File: src/rtl/wb_lsu.sv
// Load/store unit: turns one core access into a single Wishbone classic cycle,
// steering data onto byte lanes and extending load results.
//
// state   | meaning
// IDLE    | waiting for req_i; request fields latched and checked here
// REQ     | strobe out, waiting for ack_i / err_i / timeout
// RELEASE | strobe dropped, cyc_o held until slave deasserts ack_i/err_i
// FAULT   | misaligned or illegal size; done_o/err_o high for this cycle
module wb_lsu #(
   parameter int DATA_W  = 32,
   parameter int ADDR_W  = 32,
   parameter int TIMEOUT = 16
) (
   input  logic                  clk,
   input  logic                  rst_i,
   input  logic                  req_i,
   input  logic                  we_i,
   input  logic [1:0]            size_i,
   input  logic                  signed_i,
   input  logic [ADDR_W-1:0]     addr_i,
   input  logic [DATA_W-1:0]     wdata_i,
   output logic                  busy_o,
   output logic                  done_o,
   output logic                  err_o,
   output logic [DATA_W-1:0]     rdata_o,
   output logic [ADDR_W-1:0]     adr_o,
   output logic [DATA_W-1:0]     dat_o,
   output logic [DATA_W/8-1:0]   sel_o,
   output logic                  we_o,
   output logic                  stb_o,
   output logic                  cyc_o,
   input  logic [DATA_W-1:0]     dat_i,
   input  logic                  ack_i,
   input  logic                  err_i
);

   localparam int NB    = DATA_W / 8;
   localparam int OFF_W = $clog2(NB);
   localparam int CNT_W = $clog2(TIMEOUT + 2);

   localparam logic [1:0] S_IDLE    = 2'd0;
   localparam logic [1:0] S_REQ     = 2'd1;
   localparam logic [1:0] S_RELEASE = 2'd2;
   localparam logic [1:0] S_FAULT   = 2'd3;

   logic [1:0]        r_state;
   logic [CNT_W-1:0]  r_cnt;
   logic [OFF_W-1:0]  r_off;
   logic [1:0]        r_size;
   logic              r_signed;
   logic              r_err_flag;
   logic              r_done;
   logic              r_err;
   logic [DATA_W-1:0] r_rdata;
   logic [ADDR_W-1:0] r_adr;
   logic [DATA_W-1:0] r_dat;
   logic [NB-1:0]     r_sel;
   logic              r_we;
   logic              r_stb;
   logic              r_cyc;

   logic [OFF_W-1:0]  w_off;
   logic              w_aligned;
   logic [NB-1:0]     w_sel;
   logic [DATA_W-1:0] w_dat;
   logic [DATA_W-1:0] w_shift;
   logic [DATA_W-1:0] w_lmask;
   logic              w_fill;
   logic [DATA_W-1:0] w_load;

   function automatic logic [NB-1:0] size_lanes(input logic [1:0] sz);
      case (sz)
         2'b00:   return NB'(1);
         2'b01:   return NB'(3);
         2'b10:   return NB'(15);
         default: return {NB{1'b1}};
      endcase
   endfunction

   function automatic logic [DATA_W-1:0] lane_bits(input logic [NB-1:0] lanes);
      logic [DATA_W-1:0] m;
      m = '0;
      for (int i = 0; i < NB; i++) m[8*i +: 8] = {8{lanes[i]}};
      return m;
   endfunction

   assign w_off = addr_i[OFF_W-1:0];

   always_comb begin
      w_aligned = 1'b1;
      case (size_i)
         2'b01:   w_aligned = ~addr_i[0];
         2'b10:   w_aligned = (addr_i[1:0] == 2'b00);
         2'b11:   w_aligned = (DATA_W == 64) && (addr_i[2:0] == 3'b000);
         default: w_aligned = 1'b1;
      endcase
   end

   // store data is masked to the access size so lanes outside sel_o stay zero
   assign w_sel = size_lanes(size_i) << w_off;
   assign w_dat = (wdata_i & lane_bits(size_lanes(size_i))) << {w_off, 3'b000};

   assign w_shift = dat_i >> {r_off, 3'b000};
   assign w_lmask = lane_bits(size_lanes(r_size));

   always_comb begin
      w_fill = 1'b0;
      case (r_size)
         2'b00:   w_fill = r_signed & w_shift[7];
         2'b01:   w_fill = r_signed & w_shift[15];
         2'b10:   w_fill = r_signed & w_shift[31];
         default: w_fill = 1'b0;
      endcase
   end

   assign w_load = (w_shift & w_lmask) | (~w_lmask & {DATA_W{w_fill}});

   always_ff @(posedge clk or posedge rst_i) begin
      if (rst_i) begin
         r_state    <= S_IDLE;
         r_cnt      <= '0;
         r_off      <= '0;
         r_size     <= '0;
         r_signed   <= 1'b0;
         r_err_flag <= 1'b0;
         r_done     <= 1'b0;
         r_err      <= 1'b0;
         r_rdata    <= '0;
         r_adr      <= '0;
         r_dat      <= '0;
         r_sel      <= '0;
         r_we       <= 1'b0;
         r_stb      <= 1'b0;
         r_cyc      <= 1'b0;
      end else begin
         r_done <= 1'b0;
         r_err  <= 1'b0;
         case (r_state)
            S_IDLE: begin
               if (req_i) begin
                  r_off      <= w_off;
                  r_size     <= size_i;
                  r_signed   <= signed_i;
                  r_err_flag <= 1'b0;
                  r_cnt      <= '0;
                  if (w_aligned) begin
                     r_state <= S_REQ;
                     r_stb   <= 1'b1;
                     r_cyc   <= 1'b1;
                     r_we    <= we_i;
                     r_adr   <= {addr_i[ADDR_W-1:OFF_W], {OFF_W{1'b0}}};
                     r_sel   <= w_sel;
                     r_dat   <= w_dat;
                  end else begin
                     r_state <= S_FAULT;
                     r_done  <= 1'b1;
                     r_err   <= 1'b1;
                  end
               end
            end
            S_REQ: begin
               // err_i takes priority over ack_i and leaves rdata_o untouched
               if (err_i) begin
                  r_stb      <= 1'b0;
                  r_we       <= 1'b0;
                  r_err_flag <= 1'b1;
                  r_state    <= S_RELEASE;
               end else if (ack_i) begin
                  r_stb   <= 1'b0;
                  r_we    <= 1'b0;
                  r_state <= S_RELEASE;
                  if (!r_we) r_rdata <= w_load;
               end else if (TIMEOUT > 0 && r_cnt == CNT_W'(TIMEOUT - 1)) begin
                  r_stb      <= 1'b0;
                  r_we       <= 1'b0;
                  r_err_flag <= 1'b1;
                  r_state    <= S_RELEASE;
               end else begin
                  r_cnt <= r_cnt + CNT_W'(1);
               end
            end
            S_RELEASE: begin
               if (!ack_i && !err_i) begin
                  r_cyc   <= 1'b0;
                  r_done  <= 1'b1;
                  r_err   <= r_err_flag;
                  r_state <= S_IDLE;
               end
            end
            S_FAULT: r_state <= S_IDLE;
            default: r_state <= S_IDLE;
         endcase
      end
   end

   assign busy_o  = (r_state != S_IDLE);
   assign done_o  = r_done;
   assign err_o   = r_err;
   assign rdata_o = r_rdata;
   assign adr_o   = r_adr;
   assign dat_o   = r_dat;
   assign sel_o   = r_sel;
   assign we_o    = r_we;
   assign stb_o   = r_stb;
   assign cyc_o   = r_cyc;

endmodule

File: config.mk
export PLATFORM = sky130hd
export DESIGN_NAME = wb_lsu
export DESIGN_NICKNAME = d
export VERILOG_FILES = /design/src/rtl/wb_lsu.sv
export SDC_FILE = /design/constraint.sdc
export NUM_CORES = 1
export LEC_CHECK = 0
export CORE_MARGIN = 2
export CORE_UTILIZATION = 42
export CTS_BUF_LIST = sky130_fd_sc_hd__clkbuf_4
export CTS_CLUSTER_SIZE = 12
export DETAILED_ROUTE_END_ITERATION = 6
export PLACE_DENSITY = 0.85
export SETUP_SLACK_MARGIN = 0.3
export SLEW_MARGIN = 20
export SYNTH_ARGS = -nofsm -noshare
export SYNTH_HDL_FRONTEND = slang
export SYNTH_SLANG_ARGS = --single-unit
export TNS_END_PERCENT = 10
File: constraint.sdc
create_clock -name clk -period 3.3 [get_ports clk]
set_clock_uncertainty 0.05 [all_clocks]
set_input_delay 0.33 -clock clk [delete_from_list [all_inputs] [get_ports clk]]
set_output_delay 0.33 -clock clk [all_outputs]
set_load 0.02 [all_outputs]
-- After elaboration in Yosys (flattened, before gate mapping)
Index checks and enable logic that the tools add are counted.
- register bits: 116
- logic and storage cells: 104
- input bits: 105
- bitwise logic cells: 11
- mux-type cells: 38
- add/sub/neg operators: 1
- shift operators: 3
- reductions and logical operators: 18
- eq/ne operators: 18
- operators with widths (kind ; count):
    $and A32 B32 Y32 ; 3
    $not A32 Y32 ; 1
    $or A32 B32 Y32 ; 1
    $shl A32 B5 Y32 ; 1
    $shr A32 B5 Y32 ; 1
    $mux W5 ; 4
    $mux W1 ; 16
    $pmux W4 S2 ; 2
    $reduce_and A4 Y1 ; 4
    $mux W2 ; 6
    $ne A2 B2 Y1 const B ; 6
    $pmux W1 S2 ; 6
    $eq A2 B2 Y1 const B ; 5
    $pmux W5 S2 ; 1
    $logic_not A2 Y1 ; 4
    $pmux W2 S4 ; 1
    $eq A2 B1 Y1 const B ; 3
    $ne A3 B3 Y1 const B ; 2
    $pmux W1 S3 ; 2
    $reduce_and A3 Y1 ; 2
    $reduce_bool A2 Y1 ; 3
    $add A5 B1 Y5 const B ; 1
    $eq A5 B4 Y1 const B ; 1
    $reduce_and A5 Y1 ; 1
    7 further kinds ; 12

-- Longest topological paths before layout
Gate-level depths: netlist (run 1).
- depth in word-level cells: 5
- depth in mapped cells: 10
- mapped depth without buffers: 8

-- Worst setup path before layout (run 1)
OpenSTA, ideal clock, no wires.
- kind: flip-flop to flip-flop
- from: register r_cnt[0]
- to: register r_cnt[3]
- required time: 3.129 ns
- path slack: 1.525 ns
- arrival time: 1.604 ns
- setup time: 0.121 ns
- stages on the path, launching flop included: 9
- cell sequence: dfrtp_1 ha_1 and3_1 ha_1 nor3_1 and2_1 nand4_1 xor2_1 nor2_1
- cells in the longest elaborated chain, start to end: 5
- elaborated cells on any way between the ends: 8
- classes of those cells: add/sub (1); eq/ne (2); mux (4); reduce/logical (1)
- RTL lines (item ; RTL line ; source):
    start, declared ; 47 ; logic [CNT_W-1:0] r_cnt;
    start signal, assigned ; 179 ; r_cnt <= r_cnt + CNT_W'(1);
    $add A5 B1 Y5 ; 179 ;
    $mux W5 ; 173 ; end else if (TIMEOUT > 0 && r_cnt == CNT_W'(TIMEOUT - 1)) begin
    $mux W5 ; 168 ; end else if (ack_i) begin
    $mux W5 ; 163 ; if (err_i) begin
    $pmux W5 S2 ; 138 ; case (r_state)
Parallel ways exist; a longest one is shown, timed or not. The select of a mux whose other input is x is not followed.
A chain may end at the register's enable or synchronous reset.

-- Final worst setup path (run 1)
- from: register r_state[1]
- to: output port busy_o
- cells in the longest elaborated chain, start to end: 1
- RTL lines (item ; RTL line ; source):
    start, declared ; 46 ; logic [1:0] r_state;
    start signal, assigned ; 120 ; r_state <= S_IDLE;
    start signal, assigned ; 147 ; r_state <= S_REQ;
    start signal, assigned ; 155 ; r_state <= S_FAULT;
    $reduce_bool A2 Y1 ; 196 ; assign busy_o = (r_state != S_IDLE);
    end, declared ; 22 ; output logic busy_o,
No other way between the ends.

==> impl_metrics.env, run 1 <==
export IMPL_status="finished clean"
export IMPL_die_area_sq_um=14600
export IMPL_slowest_delay_ns=0.61
export IMPL_antennaDiodeCount=0
export IMPL_grt_max_degree=44
export IMPL_cts_buffers_inserted=17
export IMPL_gp_congestion=0.889
export IMPL_leakagePower_nw=3.69
export IMPL_period_share=0.667
export IMPL_critPathCaptureType="primary output"
export IMPL_cts_tree="done"
export IMPL_cts_root_buf="clkbuf_4"
export IMPL_avgSynthCellArea_sq_um=8.73
export IMPL_design_area_sq_um=8260
export IMPL_cts_resized=0
export IMPL_ios=211
export IMPL_synth_largest_area_cell="dfrtp_1"
export IMPL_fin_ws_ns=1.10
export IMPL_path_clk_slew_ns=0.11
export IMPL_wl_per_cell_um=15.7
export IMPL_cts_hold_buf=0
export IMPL_synth_area_leaders="dfrtp_1 51%, nand2_1 12%, a21oi_1 4.9%, o21ai_0 4.5%, nor2_1 3.9%"
export IMPL_core_sq_um=13300
export IMPL_overflow=0
export IMPL_cts_max_level=4
export IMPL_drive_gt1_frac=0.0799
export IMPL_sw_frac_of_total=0.399
export IMPL_io_buffer_count=208
export IMPL_finalSetupViolations=0
export IMPL_nets=965
export IMPL_clockBufferDepth=2
export IMPL_hpwlAfterDp_mm=12.0
export IMPL_grt_pass1_vias=5422
export IMPL_synth_edf_count=0
export IMPL_dp_cells=1010
export IMPL_drt_total_wl_mm=16.3
export IMPL_path_class="reg -> out"
export IMPL_ys_types=44
export IMPL_cpMaxStageDelayCell="clkdlybuf4s50_1"
export IMPL_cts_setup_buffers=0
export IMPL_via_per_inst=5.19
export IMPL_drc=0
export IMPL_setup_tns_ns=0
export IMPL_antenna_found_initial=0
export IMPL_power_density_nw_per_um2=882
export IMPL_timing_final_hold_violations=0
export IMPL_intPower_mw=4.37
export IMPL_initial_utilization=0.431
export IMPL_synth_ff_type="dfrtp_1"
export IMPL_die_w_um=121
export IMPL_hold_slack_ns=0.259
export IMPL_drt_iter0_drc=399
export IMPL_synth_top_area_frac=0.507
export IMPL_slew_violations=0
export IMPL_syn_area_sq_um=5730
export IMPL_placed_cell_area_sq_um=7940
export IMPL_rsz0062_at_grt="false"
export IMPL_max_slew_margin=0.405
export IMPL_cp_arrival_ns=1.82
export IMPL_die_y_um=121
export IMPL_pwr_share_clk=0.165
export IMPL_worstMarginPinSlew_ns=0.891
export IMPL_grt_pass1_wl_mm=26.5
export IMPL_cp_start_kind="register"
export IMPL_drv_cap=0
export IMPL_area_growth_pct=44.3
export IMPL_via_count=5401
export IMPL_first_pass_iters=5
export IMPL_crit_chain="nor2_1 > inv_1 > clkdlybuf4s50_1"
export IMPL_instances_no_fill=1040
export IMPL_required_ns=2.92
export IMPL_vdd_drop_max_mv=0.379
export IMPL_switching_power_mw=2.91
export IMPL_grt_use_total=0.232
export IMPL_async_flop_share=1.00
export IMPL_crit_fanout=10
export IMPL_ys_warn_count=0
export IMPL_ys_seq_area_frac=0.507
export IMPL_min_period_ns=2.20
export IMPL_pwr_share_seq=0.341
export IMPL_antenna_left=0
export IMPL_max_clock_freq_ghz=0.454
export IMPL_hold_class="in -> reg"
export IMPL_syn_inst=656
export IMPL_worstSkewPairLatency_ns=0.53
export IMPL_combinationalPowerShare=0.494
export IMPL_dp_worst_setup_slack_ns=0.856
export IMPL_clkSinkCount=116
export IMPL_yosys_top_cells_count="187 x nand2_1, 116 x dfrtp_1, 59 x nor2_1"
export IMPL_ys_seq_elements=116
export IMPL_rows=42
export IMPL_synth_most_common_cell="nand2_1"
==> worst max-delay path: cells and delay by family (launching register included) <==
family                 cells  cell delay [ns]
flip-flops                 1             0.49
buffers and inverters      2             0.71
AND/OR/NAND/NOR            1             0.10
==> routing by layer <==
metal	GRT usage	part of all wire	vias up
li1	-	-	2591
met1	0.288	0.40	2526
met2	0.374	0.47	245
met3	0.0717	0.096	39
met4	0.0959	0.026	0
met5	0	0	-
==> placed cells by master (no fill, tap or decap), drive strengths merged, types with 2 or more instances in the layout <==
cell type | netlist | layout
and2b | 3 | 3
a21oi | 56 | 56
ha | 7 | 7
conb | 1 | 2
mux2 | 18 | 18
inv | 11 | 10
nand2b | 7 | 7
o21ai | 59 | 59
nand2 | 187 | 187
clkdlybuf4s50 | 0 | 208
o21a | 5 | 5
a32oi | 6 | 6
nand3b | 2 | 2
a22oi | 3 | 3
and2 | 3 | 3
clkinvlp | 0 | 2
nor3 | 2 | 2
or2 | 2 | 2
clkinv | 0 | 6
clkbuf | 20 | 18
bufinv | 0 | 5
a31oi | 2 | 2
xor2 | 2 | 2
nand3 | 10 | 10
mux2i | 16 | 16
o31ai | 5 | 5
dfrtp | 116 | 116
a221oi | 9 | 9
buf | 26 | 15
and3 | 2 | 2
nor2 | 59 | 59
nor2b | 5 | 5
==> area by class of cell <==
type                       count  area (sq um)
multi-input combinational    484          2550
inverter                      11          45.0
timing repair buffer         223          2220
clock inverter                12           188
fill                        1145          5030
tap                          176           220
clock buffer                  18           135
sequential                   116          2900
==> worst paths after layout <==
kind / start / endpoint / slack (ns) / cells past startpoint
hold / removal: addr_i[8] / adr_o[8]$_DFFE_PP0P_ / 0.26 / 3
setup / recovery: r_state[1]$_DFFE_PP0P_ / busy_o / 1.10 / 3
max in group asynchronous: rst_i / rdata_o[8]$_DFFE_PP0P_ / 2.14 / 3
hold reg to reg: adr_o[21]$_DFFE_PP0P_ / adr_o[21]$_DFFE_PP0P_ / 0.43 / 2
setup reg to reg: r_state[1]$_DFFE_PP0P_ / rdata_o[20]$_DFFE_PP0P_ / 1.13 / 5
min in group asynchronous: rst_i / adr_o[8]$_DFFE_PP0P_ / 0.28 / 2
==> state kept, by name, summed over array words and instances, names as in the netlist <==
name        count
dat_o          32
rdata_o        32
adr_o          30
r_cnt           5
sel_o           4
r_off           2
r_size          2
r_state         2
cyc_o           1
done_o          1
err_o           1
r_err_flag      1
r_signed        1
stb_o           1
we_o            1
==> power by group through the flow <==
stage               combinational (mW)  sequential (mW)  clock [mW]
CTS                               3.62             2.48        1.23
global route                      3.90             2.57        1.29
floorplan                         1.29             3.12           0
finish                            3.60             2.48        1.21
detailed placement                3.61             2.50           0
global placement                  3.54             2.49           0
==> logic make-up after synthesis <==
logic type,count (synthesis),synth area share
simple gates,288,0.208
compound gates,151,0.154
flops,116,0.507
buf+inv,57,0.0487
mux,34,0.0634
fa+ha+maj,7,0.0153
xor+xnor,2,0.00306
other cells,1,0.000655
==> metrics by stage <==
stage | util | total power [mW]
after floorplan | - | 4.41
after global placement | 0.597 | 6.03
after detailed placement | 0.597 | 6.11
after CTS | 0.621 | 7.33
after global routing | 0.621 | 7.77
final | 0.621 | 7.28
Note: power is estimated with default switching activity, not from simulation.
==> inputs of run 2 (changes only) <==
clock period = 2 ns   (was 3.3 ns; I/O delays follow)
==> impl_metrics.env, run 2 (synthesis results as in run 1) <==
export IMPL_combinationalPowerShare=0.537
export IMPL_ios=211
export IMPL_cts_buffers_inserted=17
export IMPL_path_class="reg -> reg"
export IMPL_hold_slack_ns=0.0932
export IMPL_max_clock_freq_ghz=0.555
export IMPL_most_common_layout_cells="205 x clkdlybuf4s50_1, 186 x nand2_1, 114 x dfrtp_1"
export IMPL_setup_tns_ns=0
export IMPL_clkSinkCount=116
export IMPL_worstSkewPairLatency_ns=0.50
export IMPL_hpwlAfterDp_mm=12.4
export IMPL_critPathCaptureType="register"
export IMPL_fillers=1045
export IMPL_drt_total_wl_mm=17.1
export IMPL_cpMaxStageDelayCell="dfrtp_2"
export IMPL_grt_pass1_vias=5533
export IMPL_status="finished clean"
export IMPL_switching_power_mw=5.18
export IMPL_power_total_mw=12.6
export IMPL_pwr_share_seq=0.318
export IMPL_period_share=0.902
export IMPL_leakagePower_nw=3.94
export IMPL_pwr_share_clk=0.146
export IMPL_crit_chain="mux2_4 > or3_1 > o211ai_1 > buf_4 > o21bai_4 > a21oi_1"
export IMPL_core_sq_um=13300
export IMPL_worstMarginPinSlew_ns=0.599
export IMPL_path_clk_slew_ns=0.11
export IMPL_sw_frac_of_total=0.410
export IMPL_via_count=5735
export IMPL_slew_violations=0
export IMPL_grt_pass1_wl_mm=27.1
export IMPL_cp_start_kind="register"
export IMPL_nets=1010
export IMPL_drc=0
export IMPL_clockBufferDepth=2
export IMPL_max_slew_margin=0.599
export IMPL_utilization=0.662
export IMPL_cp_num_cells=6
export IMPL_cp_arrival_ns=2.13
export IMPL_power_density_nw_per_um2=1430
export IMPL_crit_fanout=8
export IMPL_antenna_left=0
export IMPL_overflow=0
export IMPL_intPower_mw=7.46
export IMPL_drive_gt1_frac=0.176
export IMPL_critical_path_buf_inv_count=1
export IMPL_initial_utilization=0.431
export IMPL_grt_max_degree=79
export IMPL_first_pass_iters=7
export IMPL_seqCellArea_sq_um=2910
export IMPL_drt_iter0_drc=462
export IMPL_io_buffer_count=208
export IMPL_rows=42
export IMPL_required_ns=2.32
export IMPL_via_per_inst=5.28
export IMPL_final_common_cell="clkdlybuf4s50_1"
export IMPL_cts_root_buf="clkbuf_4"
export IMPL_finalSetupViolations=0
export IMPL_multi_input_area_sq_um=2730
export IMPL_wl_per_cell_um=15.8
export IMPL_gp_congestion=0.948
export IMPL_die_w_um=121
export IMPL_antennaDiodeCount=0
export IMPL_rsz0062_at_grt="true"
export IMPL_cts_hold_buf=0
export IMPL_drv_cap=0
export IMPL_timing_final_hold_violations=0
export IMPL_startpoint="r_off[1]$_DFFE_PP0P_"
export IMPL_min_period_ns=1.80
export IMPL_cts_max_level=4
export IMPL_grt_use_total=0.233
export IMPL_hold_class="in -> async"
export IMPL_cts_tree="done"
export IMPL_vdd_drop_max_mv=0.694
export IMPL_crit_family="flip-flops"
export IMPL_area_growth_pct=53.8
export IMPL_reg2reg_depth=6
export IMPL_r2r_start="r_off[1]$_DFFE_PP0P_"
export IMPL_die_area_sq_um=14600
export IMPL_die_y_um=121
export IMPL_antenna_found_initial=0
export IMPL_slowest_delay_ns=0.46
[run 2: power groups by stage]
stage | sequential, mW | clock, mW | combinational [mW]
final | 4.02 | 1.84 | 6.78
after floorplan | 5.15 | 0 | 2.13
after CTS | 4.01 | 1.89 | 6.57
after global placement | 4.03 | 0 | 6.15
after detailed placement | 4.05 | 0 | 6.26
after global routing | 4.13 | 2.00 | 7.28
[run 2: path summary, 6_finish.rpt]
| path | slack, ns | to |
|---|---|---|
| worst max-delay path | 0.20 | rdata_o[20]$_DFFE_PP0P_ |
| worst min-delay path | 0.09 | adr_o[17]$_DFFE_PP0P_ |
| worst max register to register | 0.20 | rdata_o[20]$_DFFE_PP0P_ |
| worst min register to register | 0.43 | adr_o[21]$_DFFE_PP0P_ |
| max in group asynchronous | 1.40 | dat_o[23]$_DFFE_PP0P_ |
| min in group clk | 0.16 | adr_o[13]$_DFFE_PP0P_ |
[run 2: metrics by stage]
step / std cells / area, sq um / setup slack, ns
after floorplan: 657 / 5730 / 0.225
after global placement: 1042 / 8200 / 0.0669
after detailed placement: 1042 / 8200 / 0.0395
after CTS: 1084 / 8710 / 0.153
after global routing: 1087 / 8810 / 0.135
final: 1087 / 8810 / 0.197
[run 2: tightest hold or removal path: cells and delay by family]
kind / cells / cell delay [ns]
buffers and inverters: 3 / 0.88
[run 2: cell type report]
cell class / instances / share of cell area
flip-flops and latches: 116 / 0.330
multi-input cells: 485 / 0.310
repair buffers: 267 / 0.294
well taps: 176 / 0.0250
clock inverters: 15 / 0.0207
clock buffers: 17 / 0.0145
inverters: 11 / 0.00511
[run 2: metal layers]
layer / wire, um / track usage / vias to the layer above / part of all wire
met5: 0 / 0 / - / 0
met4: 302 / 0.0741 / 0 / 0.018
met3: 1370 / 0.0542 / 32 / 0.080
met2: 8390 / 0.393 / 266 / 0.49
met1: 7080 / 0.296 / 2735 / 0.41
li1: - / - / 2702 / -
[run 2: what timing repair did]
action,CTS,global route
buffers inserted,9,3
pin swaps,8,14
endpoints found under the setup margin,174,206
gates cloned,1,0
resized for setup,34,24
==> inputs of run 3 (changes only) <==
CTS_CLUSTER_DIAMETER = 50   (was not set)
==> results of run 3 <==
The final DEF is identical to that of run 2; final timing and power are the same.
